--- src/rtl/frame_sequencer_if.sv ---
// Bit-stream input and field-strobe output bundle of the frame sequencer.
interface frame_sequencer_if;
   logic       enable;
   logic       bit_valid;
   logic       bit_value;
   logic       shift_en;
   logic       shift_bit;
   logic [2:0] field_idx;
   logic       field_done;
   logic       frame_done;
   logic       frame_error;
   logic       busy;

   modport master (
      output enable, bit_valid, bit_value,
      input  shift_en, shift_bit, field_idx, field_done, frame_done, frame_error, busy
   );

   modport slave (
      input  enable, bit_valid, bit_value,
      output shift_en, shift_bit, field_idx, field_done, frame_done, frame_error, busy
   );
endinterface

--- src/rtl/frame_sequencer.sv ---
// Hunts a 32-bit preamble in the decoded bit stream, then steers 160 payload bits into field registers.
// One cycle from bit strobe to shift strobe; no backpressure, a truncated frame is dropped on timeout.
module frame_sequencer #(
   parameter logic [31:0] PREAMBLE       = 32'hA5A5_5A5A,
   parameter int          TIMEOUT_CYCLES = 1024,
   parameter int          CNT_W          = 11
) (
   input logic              clock_i,
   input logic              reset_i,
   frame_sequencer_if.slave sif_io
);

   typedef enum logic {HUNT, PAYLOAD} state_t;

   localparam logic [CNT_W-1:0] TMO_LAST = CNT_W'(TIMEOUT_CYCLES - 1);
   localparam logic [7:0]       LAST_BIT = 8'd159;
   localparam logic [5:0]       FULL     = 6'd32;

   state_t           state_q, state_d;
   logic [31:0]      window_q, window_d;
   logic [5:0]       fill_q, fill_d;
   logic [7:0]       pay_cnt_q, pay_cnt_d;
   logic [4:0]       fld_bit_q, fld_bit_d;
   logic [2:0]       cur_fld_q, cur_fld_d;
   logic [CNT_W-1:0] tmo_q, tmo_d;

   logic             shift_en_q, shift_en_d;
   logic             shift_bit_q, shift_bit_d;
   logic [2:0]       field_idx_q, field_idx_d;
   logic             field_done_q, field_done_d;
   logic             frame_done_q, frame_done_d;
   logic             frame_error_q, frame_error_d;
   logic             busy_q, busy_d;

   logic [31:0]      win_shift;
   logic [5:0]       fill_inc;
   logic             go_hunt;

   function automatic logic [4:0] fld_last(input logic [2:0] idx);
      case (idx)
         3'd0, 3'd1, 3'd4, 3'd5: fld_last = 5'd15;
         3'd2, 3'd3:             fld_last = 5'd31;
         3'd6:                   fld_last = 5'd7;
         default:                fld_last = 5'd23;
      endcase
   endfunction

   always_comb begin
      state_d       = state_q;
      window_d      = window_q;
      fill_d        = fill_q;
      pay_cnt_d     = pay_cnt_q;
      fld_bit_d     = fld_bit_q;
      cur_fld_d     = cur_fld_q;
      tmo_d         = tmo_q;
      shift_en_d    = 1'b0;
      shift_bit_d   = 1'b0;
      field_idx_d   = field_idx_q;
      field_done_d  = 1'b0;
      frame_done_d  = 1'b0;
      frame_error_d = 1'b0;
      go_hunt       = 1'b0;
      win_shift     = {window_q[30:0], sif_io.bit_value};
      fill_inc      = (fill_q == FULL) ? FULL : fill_q + 6'd1;

      unique case (state_q)
         HUNT: begin
            field_idx_d = '0;
            tmo_d       = '0;
            if (sif_io.enable && sif_io.bit_valid) begin
               window_d = win_shift;
               fill_d   = fill_inc;
               if (win_shift == PREAMBLE && fill_inc == FULL) begin
                  state_d   = PAYLOAD;
                  pay_cnt_d = '0;
                  fld_bit_d = '0;
                  cur_fld_d = '0;
               end
            end
         end
         PAYLOAD: begin
            if (!sif_io.enable) begin
               frame_error_d = 1'b1;
               go_hunt       = 1'b1;
            end else if (sif_io.bit_valid) begin
               // A strobe landing on the timeout cycle still counts: the bit wins.
               shift_en_d  = 1'b1;
               shift_bit_d = sif_io.bit_value;
               field_idx_d = cur_fld_q;
               tmo_d       = '0;
               pay_cnt_d   = pay_cnt_q + 8'd1;
               if (fld_bit_q == fld_last(cur_fld_q)) begin
                  field_done_d = 1'b1;
                  fld_bit_d    = '0;
                  cur_fld_d    = cur_fld_q + 3'd1;
               end else begin
                  fld_bit_d = fld_bit_q + 5'd1;
               end
               if (pay_cnt_q == LAST_BIT) begin
                  frame_done_d = 1'b1;
                  go_hunt      = 1'b1;
               end
            end else if (tmo_q == TMO_LAST) begin
               frame_error_d = 1'b1;
               go_hunt       = 1'b1;
            end else begin
               tmo_d = tmo_q + 1'b1;
            end
            // Leaving PAYLOAD wipes the window so stale payload bits can never re-match.
            if (go_hunt) begin
               state_d   = HUNT;
               window_d  = '0;
               fill_d    = '0;
               pay_cnt_d = '0;
               fld_bit_d = '0;
               cur_fld_d = '0;
               tmo_d     = '0;
            end
         end
         default: state_d = HUNT;
      endcase

      busy_d = (state_q == PAYLOAD);
   end

   always_ff @(posedge clock_i) begin
      if (reset_i) begin
         state_q       <= HUNT;
         window_q      <= '0;
         fill_q        <= '0;
         pay_cnt_q     <= '0;
         fld_bit_q     <= '0;
         cur_fld_q     <= '0;
         tmo_q         <= '0;
         shift_en_q    <= 1'b0;
         shift_bit_q   <= 1'b0;
         field_idx_q   <= '0;
         field_done_q  <= 1'b0;
         frame_done_q  <= 1'b0;
         frame_error_q <= 1'b0;
         busy_q        <= 1'b0;
      end else begin
         state_q       <= state_d;
         window_q      <= window_d;
         fill_q        <= fill_d;
         pay_cnt_q     <= pay_cnt_d;
         fld_bit_q     <= fld_bit_d;
         cur_fld_q     <= cur_fld_d;
         tmo_q         <= tmo_d;
         shift_en_q    <= shift_en_d;
         shift_bit_q   <= shift_bit_d;
         field_idx_q   <= field_idx_d;
         field_done_q  <= field_done_d;
         frame_done_q  <= frame_done_d;
         frame_error_q <= frame_error_d;
         busy_q        <= busy_d;
      end
   end

   assign sif_io.shift_en    = shift_en_q;
   assign sif_io.shift_bit   = shift_bit_q;
   assign sif_io.field_idx   = field_idx_q;
   assign sif_io.field_done  = field_done_q;
   assign sif_io.frame_done  = frame_done_q;
   assign sif_io.frame_error = frame_error_q;
   assign sif_io.busy        = busy_q;

endmodule

--- src/flat_wrapper.sv ---
// flat-port wrapper written by rule: the top's interface ports become plain ports
module frame_sequencer_flat 
#(
   parameter logic [31:0] PREAMBLE       = 32'hA5A5_5A5A,
   parameter int          TIMEOUT_CYCLES = 1024,
   parameter int          CNT_W          = 11
)
  (clock_i, reset_i, sif_io_enable, sif_io_bit_valid, sif_io_bit_value, sif_io_shift_en, sif_io_shift_bit, sif_io_field_idx, sif_io_field_done, sif_io_frame_done, sif_io_frame_error, sif_io_busy);
  frame_sequencer_if sif_io_i ();
  input logic clock_i;
  input logic reset_i;
  input wire logic [$bits(sif_io_i.enable)-1:0] sif_io_enable;
  input wire logic [$bits(sif_io_i.bit_valid)-1:0] sif_io_bit_valid;
  input wire logic [$bits(sif_io_i.bit_value)-1:0] sif_io_bit_value;
  output wire logic [$bits(sif_io_i.shift_en)-1:0] sif_io_shift_en;
  output wire logic [$bits(sif_io_i.shift_bit)-1:0] sif_io_shift_bit;
  output wire logic [$bits(sif_io_i.field_idx)-1:0] sif_io_field_idx;
  output wire logic [$bits(sif_io_i.field_done)-1:0] sif_io_field_done;
  output wire logic [$bits(sif_io_i.frame_done)-1:0] sif_io_frame_done;
  output wire logic [$bits(sif_io_i.frame_error)-1:0] sif_io_frame_error;
  output wire logic [$bits(sif_io_i.busy)-1:0] sif_io_busy;
  assign sif_io_i.enable = sif_io_enable;
  assign sif_io_i.bit_valid = sif_io_bit_valid;
  assign sif_io_i.bit_value = sif_io_bit_value;
  assign sif_io_shift_en = sif_io_i.shift_en;
  assign sif_io_shift_bit = sif_io_i.shift_bit;
  assign sif_io_field_idx = sif_io_i.field_idx;
  assign sif_io_field_done = sif_io_i.field_done;
  assign sif_io_frame_done = sif_io_i.frame_done;
  assign sif_io_frame_error = sif_io_i.frame_error;
  assign sif_io_busy = sif_io_i.busy;
  frame_sequencer #(.PREAMBLE(PREAMBLE), .TIMEOUT_CYCLES(TIMEOUT_CYCLES), .CNT_W(CNT_W)) u_core (.clock_i(clock_i), .reset_i(reset_i), .sif_io(sif_io_i));
endmodule
--- config.mk ---
export PLATFORM = sky130hd
export DESIGN_NAME = frame_sequencer_flat
export DESIGN_NICKNAME = d
export VERILOG_FILES = /design/src/rtl/frame_sequencer_if.sv /design/src/rtl/frame_sequencer.sv /design/src/flat_wrapper.sv
export SDC_FILE = /design/constraint.sdc
export NUM_CORES = 1
export LEC_CHECK = 0
export ABC_AREA = 0
export ABC_CLOCK_PERIOD_IN_PS = 6200
export BUFFER_PORTS_ARGS = -buffer_cell sky130_fd_sc_hd__buf_2
export CAP_MARGIN = 20
export CORE_ASPECT_RATIO = 1.4
export CORE_MARGIN = 3
export CORE_UTILIZATION = 41
export CTS_CLUSTER_SIZE = 16
export DETAILED_ROUTE_END_ITERATION = 12
export HOLD_SLACK_MARGIN = 0.08
export PLACE_DENSITY = 0.53
export SYNTH_ARGS = -nofsm -noshare
export SYNTH_HDL_FRONTEND = slang
export SYNTH_SLANG_ARGS = --single-unit
--- constraint.sdc ---
create_clock -name clock_i -period 6.2 [get_ports clock_i]
set_input_delay 0 -clock clock_i [delete_from_list [all_inputs] [get_ports clock_i]]
set_output_delay 0 -clock clock_i [all_outputs]
set_load 0.02 [all_outputs]
==> metrics.cfg, run 1 <==
[run_status]
outcome = finished clean

[critical_path]
max_stage_delay_cell_worst_path = sky130_fd_sc_hd__o31ai_4
r2r_cells = 8
r2r_start = u_core.fill_q[0]$_SDFFE_PP0P_
cp_max_fo = 14
critical_path_class = reg2reg
critical_path.cell_chain = inv_1, ha_1, nand4bb_1, nor4_4, nand3_2, o31ai_4, a21oi_1, mux2_2
critPathArrivalTime_ps = 2930
worst_setup_path_start_kind = flip-flop
regToRegSetupSlack_ps = 3510
endpoint_required_time_on_the_critical_path_ps = 6440
worst_path_largest_cell_delay_ps = 570
worstSetupStartpoint = u_core.fill_q[0]$_SDFFE_PP0P_
worst_r2r_endpoint = u_core.cur_fld_q[0]$_SDFFE_PP0P_
worstSetupEndpointType = flip-flop
cp-endpoint = u_core.cur_fld_q[0]$_SDFFE_PP0P_

[synthesis]
syn-num-nets = 384
number_of_flops_mapped_to_enable_cells_by_yosys = 0
synth_seq_cells = 74
synth-warning-count = 0
synth_area_leaders = sky130_fd_sc_hd__dfxtp_1, sky130_fd_sc_hd__a22oi_1, sky130_fd_sc_hd__nor2_1
syn_area_per_cell_um2 = 8.97
syn-cell-area_um2 = 3310
ys_seq_area_share_pct = 44.7
synth.lib_cells_used.distinct = 57
synth_top_flop_cell = sky130_fd_sc_hd__dfxtp_1
proportion_of_netlist_area_held_by_the_largest_area_contributor_pct = 44.7
async_set_reset_flop_share_out_of_synthesis_pct = 0
yosysTopAreaCell = sky130_fd_sc_hd__dfxtp_1
synthCells = 369
yosysMostFrequentCell = sky130_fd_sc_hd__dfxtp_1
yosys-top-cells-count = sky130_fd_sc_hd__dfxtp_1, sky130_fd_sc_hd__nor2_1, sky130_fd_sc_hd__a22oi_1

[clock_network]
clock_latency_of_the_later_clocked_register_in_the_worst_skew_pair_ps = 340
cts_root_buf = sky130_fd_sc_hd__clkbuf_8
cts-buffers-inserted = 9
htree_num_levels = 3
cts.sinks = 74
hold_buffers = 2
cts.repair_timing.setup_buffer_count = 0
tritoncts = yes
clock_tree.buffer_depth = 2
post_cts_resized = 0
cts.clk_slew.worst_paths_ps = 80

[placed_design]
dp_worst_setup_slack_ps = 3480
post-dp-hpwl_um = 4690
gp_congestion = 0.778
io_buffer_count = 13
placed_inst_area_um2 = 3460
place_inst = 467

[pwr]
power.leakage_nw = 1.31
p_int_uw = 623
power.switching_uw = 198
netSwitchingFraction_pct = 24.1
power_frac_comb_pct = 3.5
power_density_nw_per_um2 = 226
totalPowerFinal_uw = 822
sequentialPowerShare_pct = 58.1
power.ir.vdd_worst_uv = 152
power.clock.fraction_pct = 38.4

[finish]
post-route-util_pct = 46.6
fin_area_um2 = 3640
num_antenna_cells = 0
synthToLayoutAreaGrowth_pct = 9.83
final_layout_size_suffix_gt1_share_pct = 11.2
stdcell_count = 484
num-nets-final = 395

[die]
die_h_um = 112
floorplan.die_area_um2 = 9200
core_um2 = 7800
rows = 38
floorplan.initialDensity_pct = 42.5
io_pins = 14
chip_width_um = 81.9

[drt]
drt.antenna.violating_nets = 0
route.vias.total = 2708
post_drt_via_cell_ratio = 5.60
detailedRoute.firstPassIterationCount = 4
wl_per_cell_um = 14.6
detailedRoute.firstIterationViolations = 156
drt_drc_violations_left = 0
routed_wl_um = 7060

[global_routing]
grt.met2_usage_pct = 27.1
grt_antenna_before_repair = 0
globalRouteMet3Util_pct = 4.33
via_count_of_the_first_global_routing_pass = 2600
grt_most_used_layer = met2
grt_pass1_wl_um = 12200
grt.overflow.total = 0
fraction_of_met1_tracks_used_by_global_routing_pct = 21.7
maximum_number_of_pins_on_one_net_before_global_route_repair = 55
grt_usage_pct = 16.9

[timing]
final_critical_path_setup_slack_ps = 3510
slew_headroom_pct = 44.2
rsz0062_at_grt = false
max_slew.worst_pin.slew_ps = 830
hold_violations = 0
maximum_clock_frequency_ghz = 0.372
clock_skew_ps = 10.4
final.hold.worst_slack_ps = 201
finalMaxSlewViolations = 0
period_share_pct = 43.3
fin_tns_setup_ps = 0
layout_min_cycle_time_ps = 2690
total_setup_violations_reported_at_the_end_of_the_flow = 0

[hold_path]
hold_path_class = in2reg

[run]
cap_violations = 0

==> cell type report <==
type	count	area, um^2
clock inverters	6	35.0
fillers	807	4160
inverters	13	48.8
multi-input cells	264	1710
repair buffers	18	108
clock buffers	9	124
flip-flops and latches	74	1480
well taps	100	125
==> flip-flops by register name, summed over array words and instances, names as in the netlist, 3 cells and up <==
name                     cells
u_core.fld_bit_q             5
u_core.fill_q                6
u_core.tmo_q                11
u_core.cur_fld_q             3
u_core.pay_cnt_q             8
u_core.window_q             31
u_core.sif_io.field_idx      3
==> cell families after synthesis <==
kind of cell,count (synthesis),share of synthesized area (%)
buffers and inverters,31,3.74
muxes,2,0.680
adders and majority gates,10,3.78
and+or+nand+nor,152,24.6
xor gates and xnor gates,11,2.91
DFF,74,44.7
AOI/OAI and AO/OA,89,19.6
==> critical path, delay by kind of cell (launching register included) <==
| family | cells | cell delay [ps] |
|---|---|---|
| buffers and inverters | 1 | 70 |
| muxes | 1 | 300 |
| AOI/OAI and AO/OA | 2 | 780 |
| DFF | 1 | 420 |
| and+or+nand+nor | 3 | 710 |
| adders and majority gates | 1 | 300 |
==> worst min-delay path by stage <==
| stage | start | slack [ps] | cells after the start | endpoint |
|---|---|---|---|---|
| 2_1_floorplan | sif_io_bit_value | 150 | 1 | u_core.sif_io.shift_bit$_SDFF_PP0_ |
| 3_3_place_gp | sif_io_bit_value | 290 | 2 | u_core.sif_io.shift_bit$_SDFF_PP0_ |
| 3_5_place_dp | sif_io_bit_value | 280 | 2 | u_core.sif_io.shift_bit$_SDFF_PP0_ |
| 4_1_cts | sif_io_bit_valid | 190 | 5 | u_core.pay_cnt_q[4]$_SDFFE_PP0P_ |
| 5_1_grt | reset_i | 240 | 3 | u_core.window_q[3]$_SDFFE_PP0P_ |
| 6_report | sif_io_bit_valid | 200 | 5 | u_core.pay_cnt_q[4]$_SDFFE_PP0P_ |
==> metal layers <==
metal,vias to the layer above,part of all wire [%]
met5,-,0
met4,0,1.3
met3,6,3.3
met2,40,50
met1,1294,45
li1,1368,-
==> power by group through the flow <==
stage	logic [mW]	clock network, mW	registers [mW]
2_1_floorplan	0.0195	0	0.488
3_3_place_gp	0.0281	0	0.488
3_5_place_dp	0.0280	0	0.488
4_1_cts	0.0293	0.329	0.477
5_1_grt	0.0324	0.349	0.477
6_report	0.0288	0.316	0.477
==> cell usage in the layout, fill, tap and decap left out, drive strengths merged, types with 2 or more instances in the layout <==
cell / count
a211oi: 6
nand2: 20
a2bb2oi: 2
or3: 3
inv: 13
nor2: 58
a22o: 2
and3: 11
nand2b: 4
o21ai: 8
ha: 10
a21oi: 16
nor2b: 3
nand4: 6
a41oi: 3
o31ai: 3
nand4b: 4
mux2: 2
a31oi: 3
and3b: 2
o211a: 2
nand3b: 4
nor4: 3
dfxtp: 74
nand3: 12
xor2: 7
xnor2: 4
buf: 16
clkinv: 4
clkbuf: 9
nor3: 8
a22oi: 32
or4: 2
nand4bb: 2
a31o: 2
clkinvlp: 2
dlygate4sd3: 2
nor3b: 5
No activity file was read; power rests on OpenSTA's default activity.
==> run 2: changes to the inputs <==
--- a/config.mk
+++ b/config.mk
@@ -5,8 +5,8 @@
 export SDC_FILE = /design/constraint.sdc
 export NUM_CORES = 1
 export LEC_CHECK = 0
-export ABC_AREA = 0
-export ABC_CLOCK_PERIOD_IN_PS = 6200
+export ABC_AREA = 1
+export ABC_CLOCK_PERIOD_IN_PS = 2150
 export BUFFER_PORTS_ARGS = -buffer_cell sky130_fd_sc_hd__buf_2
 export CAP_MARGIN = 20
 export CORE_ASPECT_RATIO = 1.4
@@ -15,7 +15,7 @@
 export CTS_CLUSTER_SIZE = 16
 export DETAILED_ROUTE_END_ITERATION = 12
 export HOLD_SLACK_MARGIN = 0.08
-export PLACE_DENSITY = 0.53
+export PLACE_DENSITY = 0.55
 export SYNTH_ARGS = -nofsm -noshare
 export SYNTH_HDL_FRONTEND = slang
 export SYNTH_SLANG_ARGS = --single-unit
==> constraint.sdc (replaced) <==
create_clock -name clock_i -period 2.15 [get_ports clock_i]
set_input_delay 0 -clock clock_i [delete_from_list [all_inputs] [get_ports clock_i]]
set_output_delay 0 -clock clock_i [all_outputs]
set_load 0.02 [all_outputs]
==> run 2 against run 1 <==
  * Count of clock-buffer cells in the layout increased by 6
  * Non-clock buffer count is 6 higher
  * Hold slack got worse by 34 ps
  * Sequential cell count is the same
  * Core utilization up 2.1 points
  * Synthesized cell count is 34% higher
  * Setup slack worse by 3300 ps
  * Total power grew to 3.7 times the previous value
  * Critical endpoint is now u_core.fld_bit_q[2]$_SDFFE_PP0P_
==> metrics.cfg, run 2 <==
[synthesis]
async_set_reset_flop_share_out_of_synthesis_pct = 0
synth-warning-count = 0
synthCells = 496
syn_area_per_cell_um2 = 7.00
synth_seq_cells = 74
syn-num-nets = 511
synth_area_leaders = sky130_fd_sc_hd__dfxtp_1, sky130_fd_sc_hd__nand2_1, sky130_fd_sc_hd__nor2_1
synth_top_flop_cell = sky130_fd_sc_hd__dfxtp_1
yosys-top-cells-count = sky130_fd_sc_hd__nand2_1, sky130_fd_sc_hd__nor2_1, sky130_fd_sc_hd__dfxtp_1
yosysMostFrequentCell = sky130_fd_sc_hd__nand2_1
ys_seq_area_share_pct = 42.7
yosysTopAreaCell = sky130_fd_sc_hd__dfxtp_1
proportion_of_netlist_area_held_by_the_largest_area_contributor_pct = 42.7
number_of_flops_mapped_to_enable_cells_by_yosys = 0
syn-cell-area_um2 = 3470
synth.lib_cells_used.distinct = 28

[timing]
rsz0062_at_grt = false
max_slew.worst_pin.slew_ps = 441
fin_tns_setup_ps = 0
layout_min_cycle_time_ps = 1920
slew_headroom_pct = 70.5
period_share_pct = 89.2
finalMaxSlewViolations = 0
clock_skew_ps = 5.23
total_setup_violations_reported_at_the_end_of_the_flow = 0
final_critical_path_setup_slack_ps = 232
maximum_clock_frequency_ghz = 0.521
final.hold.worst_slack_ps = 167
hold_violations = 0

[clock_network]
cts.clk_slew.worst_paths_ps = 60
clock_latency_of_the_later_clocked_register_in_the_worst_skew_pair_ps = 320
tritoncts = yes
cts-buffers-inserted = 9
cts.sinks = 74
htree_num_levels = 3
cts_root_buf = sky130_fd_sc_hd__clkbuf_16
cts.repair_timing.setup_buffer_count = 0
clock_tree.buffer_depth = 2

[drt]
drt.antenna.violating_nets = 0
route.vias.total = 2971
detailedRoute.firstPassIterationCount = 4
detailedRoute.firstIterationViolations = 138
wl_per_cell_um = 11.0
drt_drc_violations_left = 0
routed_wl_um = 6830
post_drt_via_cell_ratio = 4.78

[critical_path]
cp_max_fo = 9
critical_path_class = reg2reg
worst_setup_path_start_kind = flip-flop
max_stage_delay_cell_worst_path = sky130_fd_sc_hd__dfxtp_1
critical_path.cell_chain = ha_1, nand3_1, xor2_1, nor2_1, nand3_2, nand2_4, nand2_4, buf_4, o21ai_1, nor2_1
critPathArrivalTime_ps = 2140
worstSetupEndpointType = flip-flop
worst_path_largest_cell_delay_ps = 440
endpoint_required_time_on_the_critical_path_ps = 2370

[die]
io_pins = 14
core_um2 = 8200
chip_width_um = 83.7
floorplan.initialDensity_pct = 42.3
floorplan.die_area_um2 = 9620
rows = 39
die_h_um = 115

[global_routing]
grt.overflow.total = 0
grt_most_used_layer = met2
grt_usage_pct = 14.8
via_count_of_the_first_global_routing_pass = 2766
maximum_number_of_pins_on_one_net_before_global_route_repair = 40
globalRouteMet3Util_pct = 2.65
grt_antenna_before_repair = 0
grt_pass1_wl_um = 11700
fraction_of_met1_tracks_used_by_global_routing_pct = 17.0
grt.met2_usage_pct = 25.5

[run]
cap_violations = 0

[pwr]
power.leakage_nw = 1.48
power_density_nw_per_um2 = 755
totalPowerFinal_mw = 3.02
power.ir.vdd_worst_uv = 366

[finish]
mostFrequentLayoutCell = sky130_fd_sc_hd__nand2_1
nFillCells = 842
final_layout_size_suffix_gt1_share_pct = 9.81
layout_common_cells = sky130_fd_sc_hd__nand2_1, sky130_fd_sc_hd__nor2_1, sky130_fd_sc_hd__dfxtp_1, sky130_fd_sc_hd__inv_1, sky130_fd_sc_hd__a21oi_1
number_of_flip_flops_in_the_largest_register = 31
multiInputGateArea_um2 = 1690
num_antenna_cells = 0
post-route-util_pct = 48.7
num-nets-final = 530
largest_register = u_core.window_q
reg_top3 = u_core.window_q: 31 flops, u_core.tmo_q: 11 flops, u_core.pay_cnt_q: 8 flops
synthToLayoutAreaGrowth_pct = 15.1
final-seq-area_um2 = 1480

[placed_design]
io_buffer_count = 13
dp_worst_setup_slack_ps = 148
post-dp-hpwl_um = 4730
gp_congestion = 0.775

[hold_path]
hold_path_class = in2reg

[run_status]
outcome = finished clean

-- run 2: cell types whose count changed after synthesis, moves of 5 or more --
cell / before / now
sky130_fd_sc_hd__a22oi_1: 32 / 0
sky130_fd_sc_hd__nand3_1: 11 / 28
sky130_fd_sc_hd__inv_1: 13 / 53
sky130_fd_sc_hd__nor2_1: 58 / 77
sky130_fd_sc_hd__o21ai_0: 8 / 3
sky130_fd_sc_hd__clkbuf_1: 14 / 9
sky130_fd_sc_hd__nand2_1: 20 / 132
sky130_fd_sc_hd__o21ai_1: 0 / 7
sky130_fd_sc_hd__and3_1: 11 / 1
sky130_fd_sc_hd__a211oi_1: 6 / 0
sky130_fd_sc_hd__nor2_2: 0 / 5
sky130_fd_sc_hd__a21oi_1: 16 / 45
-- run 2: area by class of cell --
type	count	area share, %
clock buffers	15	7.21
clock inverters	1	0.752
inverters	56	5.45
multi-input cells	350	42.4
flip-flops and latches	74	37.1
well taps	102	3.20
repair buffers	24	3.95
-- run 2: worst paths after layout --
| check | startpoint | to | slack, ps | depth (start not counted) |
|---|---|---|---|---|
| setup reg to reg | u_core.fill_q[1]$_SDFFE_PP0P_ | u_core.fld_bit_q[2]$_SDFFE_PP0P_ | 230 | 10 |
| setup / recovery | u_core.fill_q[1]$_SDFFE_PP0P_ | u_core.fld_bit_q[2]$_SDFFE_PP0P_ | 230 | 10 |
| hold / removal | sif_io_bit_valid | u_core.sif_io.shift_en$_SDFF_PP0_ | 170 | 3 |
| hold reg to reg | u_core.tmo_q[0]$_SDFFE_PP0P_ | u_core.tmo_q[0]$_SDFFE_PP0P_ | 450 | 1 |
-- run 2: per-layer routing --
| layer | vias up | part of all wire, % |
|---|---|---|
| met4 | 0 | 2.5 |
| met2 | 28 | 49 |
| met3 | 14 | 2.3 |
| met5 | - | 0 |
| li1 | 1594 | - |
| met1 | 1335 | 46 |
-- run 2: cell families after synthesis --
group / count (synthesis) / share of synthesized area, %
AND/OR/NAND/NOR: 270 / 33.4
flip-flops: 74 / 42.7
buffers and inverters: 72 / 8.69
AO/OA/AOI/OAI: 56 / 8.11
XOR/XNOR: 14 / 3.53
adder cells (fa/ha/maj): 10 / 3.61
-- run 2: through the flow --
step                      cells  instance area, um^2
after floorplan             496                 3470
after detailed placement    602                 3620
after global placement      602                 3620
final                       622                 3990
after CTS                   622                 3980
after global routing        622                 3990
-- run 2: report_power, final --
part	leakage, nW	switching [mW]	internal, mW
Sequential	0.596	0.00408	1.37
Clock	0.156	0.530	1.03
Combinational	0.725	0.0602	0.0223
Total	1.48	0.594	2.42
-- run 2: worst max-delay path, delay by kind of cell (launching register included) --
kind	cells	cell delay (ps)
buffers and inverters	1	180
xor gates and xnor gates	1	180
adders and majority gates	1	240
and+or+nand+nor	6	650
DFF	1	440
AOI/OAI and AO/OA	1	130
-- run 2: what timing repair did --
| item | CTS | global route |
|---|---|---|
| endpoints found under the hold margin | 6 | 0 |
| endpoints found under the setup margin | 0 | 9 |
| resized for setup | 0 | 3 |
| hold buffers | 4 | 0 |
==> run 3: changes to the inputs <==
--- a/config.mk
+++ b/config.mk
@@ -12,6 +12,7 @@
 export CORE_ASPECT_RATIO = 1.4
 export CORE_MARGIN = 3
 export CORE_UTILIZATION = 41
+export CTS_BUF_LIST = sky130_fd_sc_hd__clkbuf_8 sky130_fd_sc_hd__clkbuf_16
 export CTS_CLUSTER_SIZE = 16
 export DETAILED_ROUTE_END_ITERATION = 12
 export HOLD_SLACK_MARGIN = 0.08
==> run 3 against run 2 <==
  * Combinational power about the same
  * Clock skew barely moved
  * Sequential share of layout area stayed put
  * First-iteration DRC count is 2.2% higher
  * Clock power about the same
  * Critical path type unchanged
==> metrics.cfg, run 3 (synthesis results as in run 2) <==
[finish]
num-nets-final = 530
post-route-util_pct = 48.7
reg_top3 = u_core.window_q: 31 flops, u_core.tmo_q: 11 flops, u_core.pay_cnt_q: 8 flops
nFillCells = 842
fin_area_um2 = 3990
num_antenna_cells = 0
mostFrequentLayoutCell = sky130_fd_sc_hd__nand2_1
number_of_flip_flops_in_the_largest_register = 31
stdcell_count = 622
synthToLayoutAreaGrowth_pct = 15.1
layout_common_cells = sky130_fd_sc_hd__nand2_1, sky130_fd_sc_hd__nor2_1, sky130_fd_sc_hd__dfxtp_1, sky130_fd_sc_hd__inv_1, sky130_fd_sc_hd__a21oi_1
largest_register = u_core.window_q
final_layout_size_suffix_gt1_share_pct = 9.81

[hold_path]
hold_path_class = in2reg
hold-path-endpoint = u_core.sif_io.shift_en$_SDFF_PP0_
whs_path_depth = 3
hold_start = sif_io_bit_valid

[timing]
clock_skew_ps = 5.22
total_setup_violations_reported_at_the_end_of_the_flow = 0
fin_tns_setup_ps = 0
rsz0062_at_grt = false
slew_headroom_pct = 70.5
final_critical_path_setup_slack_ps = 232
hold_violations = 0
layout_min_cycle_time_ps = 1920
max_slew.worst_pin.slew_ps = 441
finalMaxSlewViolations = 0
maximum_clock_frequency_ghz = 0.521
final.hold.worst_slack_ps = 167
period_share_pct = 89.2

[pwr]
netSwitchingFraction_pct = 19.8
power_frac_comb_pct = 2.7
totalPowerFinal_mw = 3.01
sequentialPowerShare_pct = 45.8
power.leakage_nw = 1.49
p_int_mw = 2.41
power.ir.vdd_worst_uv = 368
power_density_nw_per_um2 = 753
power.switching_uw = 596
power.clock.fraction_pct = 51.4

[clock_network]
htree_num_levels = 3
cts_root_buf = sky130_fd_sc_hd__clkbuf_16
cts.sinks = 74
clock_tree.buffer_depth = 2
tritoncts = yes
cts.clk_slew.worst_paths_ps = 60
cts-buffers-inserted = 9
cts.repair_timing.setup_buffer_count = 0
clock_latency_of_the_later_clocked_register_in_the_worst_skew_pair_ps = 330

[placed_design]
gp_congestion = 0.775
io_buffer_count = 13
dp_worst_setup_slack_ps = 148
post-dp-hpwl_um = 4730
place_inst = 602
placed_inst_area_um2 = 3620

[critical_path]
critPathArrivalTime_ps = 2140
worstSetupEndpointType = flip-flop
endpoint_required_time_on_the_critical_path_ps = 2370
r2r_cells = 10
critical_path_class = reg2reg
worst_r2r_endpoint = u_core.fld_bit_q[2]$_SDFFE_PP0P_
cp_max_fo = 9
r2r_start = u_core.fill_q[1]$_SDFFE_PP0P_
regToRegSetupSlack_ps = 230
worst_setup_path_start_kind = flip-flop

[die]
floorplan.die_area_um2 = 9620
rows = 39
core_um2 = 8200
floorplan.initialDensity_pct = 42.3
die_h_um = 115
chip_width_um = 83.7
io_pins = 14

[drt]
detailedRoute.firstIterationViolations = 141
drt.antenna.violating_nets = 0
route.vias.total = 2970
drt_drc_violations_left = 0
wl_per_cell_um = 11.0
detailedRoute.firstPassIterationCount = 4
routed_wl_um = 6830
post_drt_via_cell_ratio = 4.77

[global_routing]
grt.overflow.total = 0
grt_pass1_wl_um = 11700
grt.met2_usage_pct = 25.5
grt_most_used_layer = met2
grt_usage_pct = 14.8
globalRouteMet3Util_pct = 2.65
grt_antenna_before_repair = 0
fraction_of_met1_tracks_used_by_global_routing_pct = 17.0
maximum_number_of_pins_on_one_net_before_global_route_repair = 40
via_count_of_the_first_global_routing_pass = 2766

[run_status]
outcome = finished clean

[run]
cap_violations = 0

-- run 3: cell count changes in the layout (fill, tap and decap cells not counted) --
| cell | delta |
|---|---|
| sky130_fd_sc_hd__clkbuf_1 | -2 |
| sky130_fd_sc_hd__inv_1 | +2 |
-- run 3: power groups by stage --
stage / Combinational [mW] / Sequential [mW] / Clock [mW]
after floorplan: 0.0587 / 1.41 / 0
after CTS: 0.0841 / 1.38 / 1.60
final: 0.0825 / 1.38 / 1.55
after detailed placement: 0.0797 / 1.41 / 0
after global routing: 0.0943 / 1.38 / 1.65
after global placement: 0.0801 / 1.41 / 0
-- run 3: layout make-up --
cell class	instances	area (um^2)	area share, %
repair buffers	24	158	3.95
multi-input cells	350	1690	42.4
clock inverters	3	37.5	0.940
inverters	56	218	5.45
flip-flops and latches	74	1480	37.1
clock buffers	13	280	7.02
well taps	102	128	3.20
-- run 3: worst max path at each step --
stage | to | start | cells after the start | slack (ps)
after floorplan | u_core.pay_cnt_q[0]$_SDFFE_PP0P_ | u_core.tmo_q[0]$_SDFFE_PP0P_ | 11 | 460
after global placement | u_core.fld_bit_q[2]$_SDFFE_PP0P_ | u_core.fill_q[0]$_SDFFE_PP0P_ | 14 | 200
after global routing | u_core.cur_fld_q[0]$_SDFFE_PP0P_ | u_core.cur_fld_q[0]$_SDFFE_PP0P_ | 13 | 7
final | u_core.fld_bit_q[2]$_SDFFE_PP0P_ | u_core.fill_q[1]$_SDFFE_PP0P_ | 10 | 230
after CTS | u_core.pay_cnt_q[1]$_SDFFE_PP0P_ | u_core.tmo_q[0]$_SDFFE_PP0P_ | 11 | 140
after detailed placement | u_core.pay_cnt_q[1]$_SDFFE_PP0P_ | u_core.tmo_q[0]$_SDFFE_PP0P_ | 11 | 150
-- run 3: worst max-delay path, stage by stage, from the launching register on --
cell and delay (ps):
sky130_fd_sc_hd__dfxtp_1 440, sky130_fd_sc_hd__ha_1 240, sky130_fd_sc_hd__nand3_1 100, sky130_fd_sc_hd__xor2_1 180, sky130_fd_sc_hd__nor2_1 130, sky130_fd_sc_hd__nand3_2 130, sky130_fd_sc_hd__nand2_4 140, sky130_fd_sc_hd__nand2_4 100
sky130_fd_sc_hd__buf_4 180, sky130_fd_sc_hd__o21ai_1 130, sky130_fd_sc_hd__nor2_1 50
-- run 3: routing by layer --
metal / routed length [um] / vias to the layer above
met2: 3320 / 28
met1: 3180 / 1334
li1: - / 1594
met3: 160 / 14
met5: 0 / -
met4: 174 / 0
-- run 3: repair_timing --
item,4_1_cts,5_1_grt
gates resized for setup,0,3
setup endpoints to repair,0,9
endpoints found under the hold margin,6,0
hold buffers,4,0
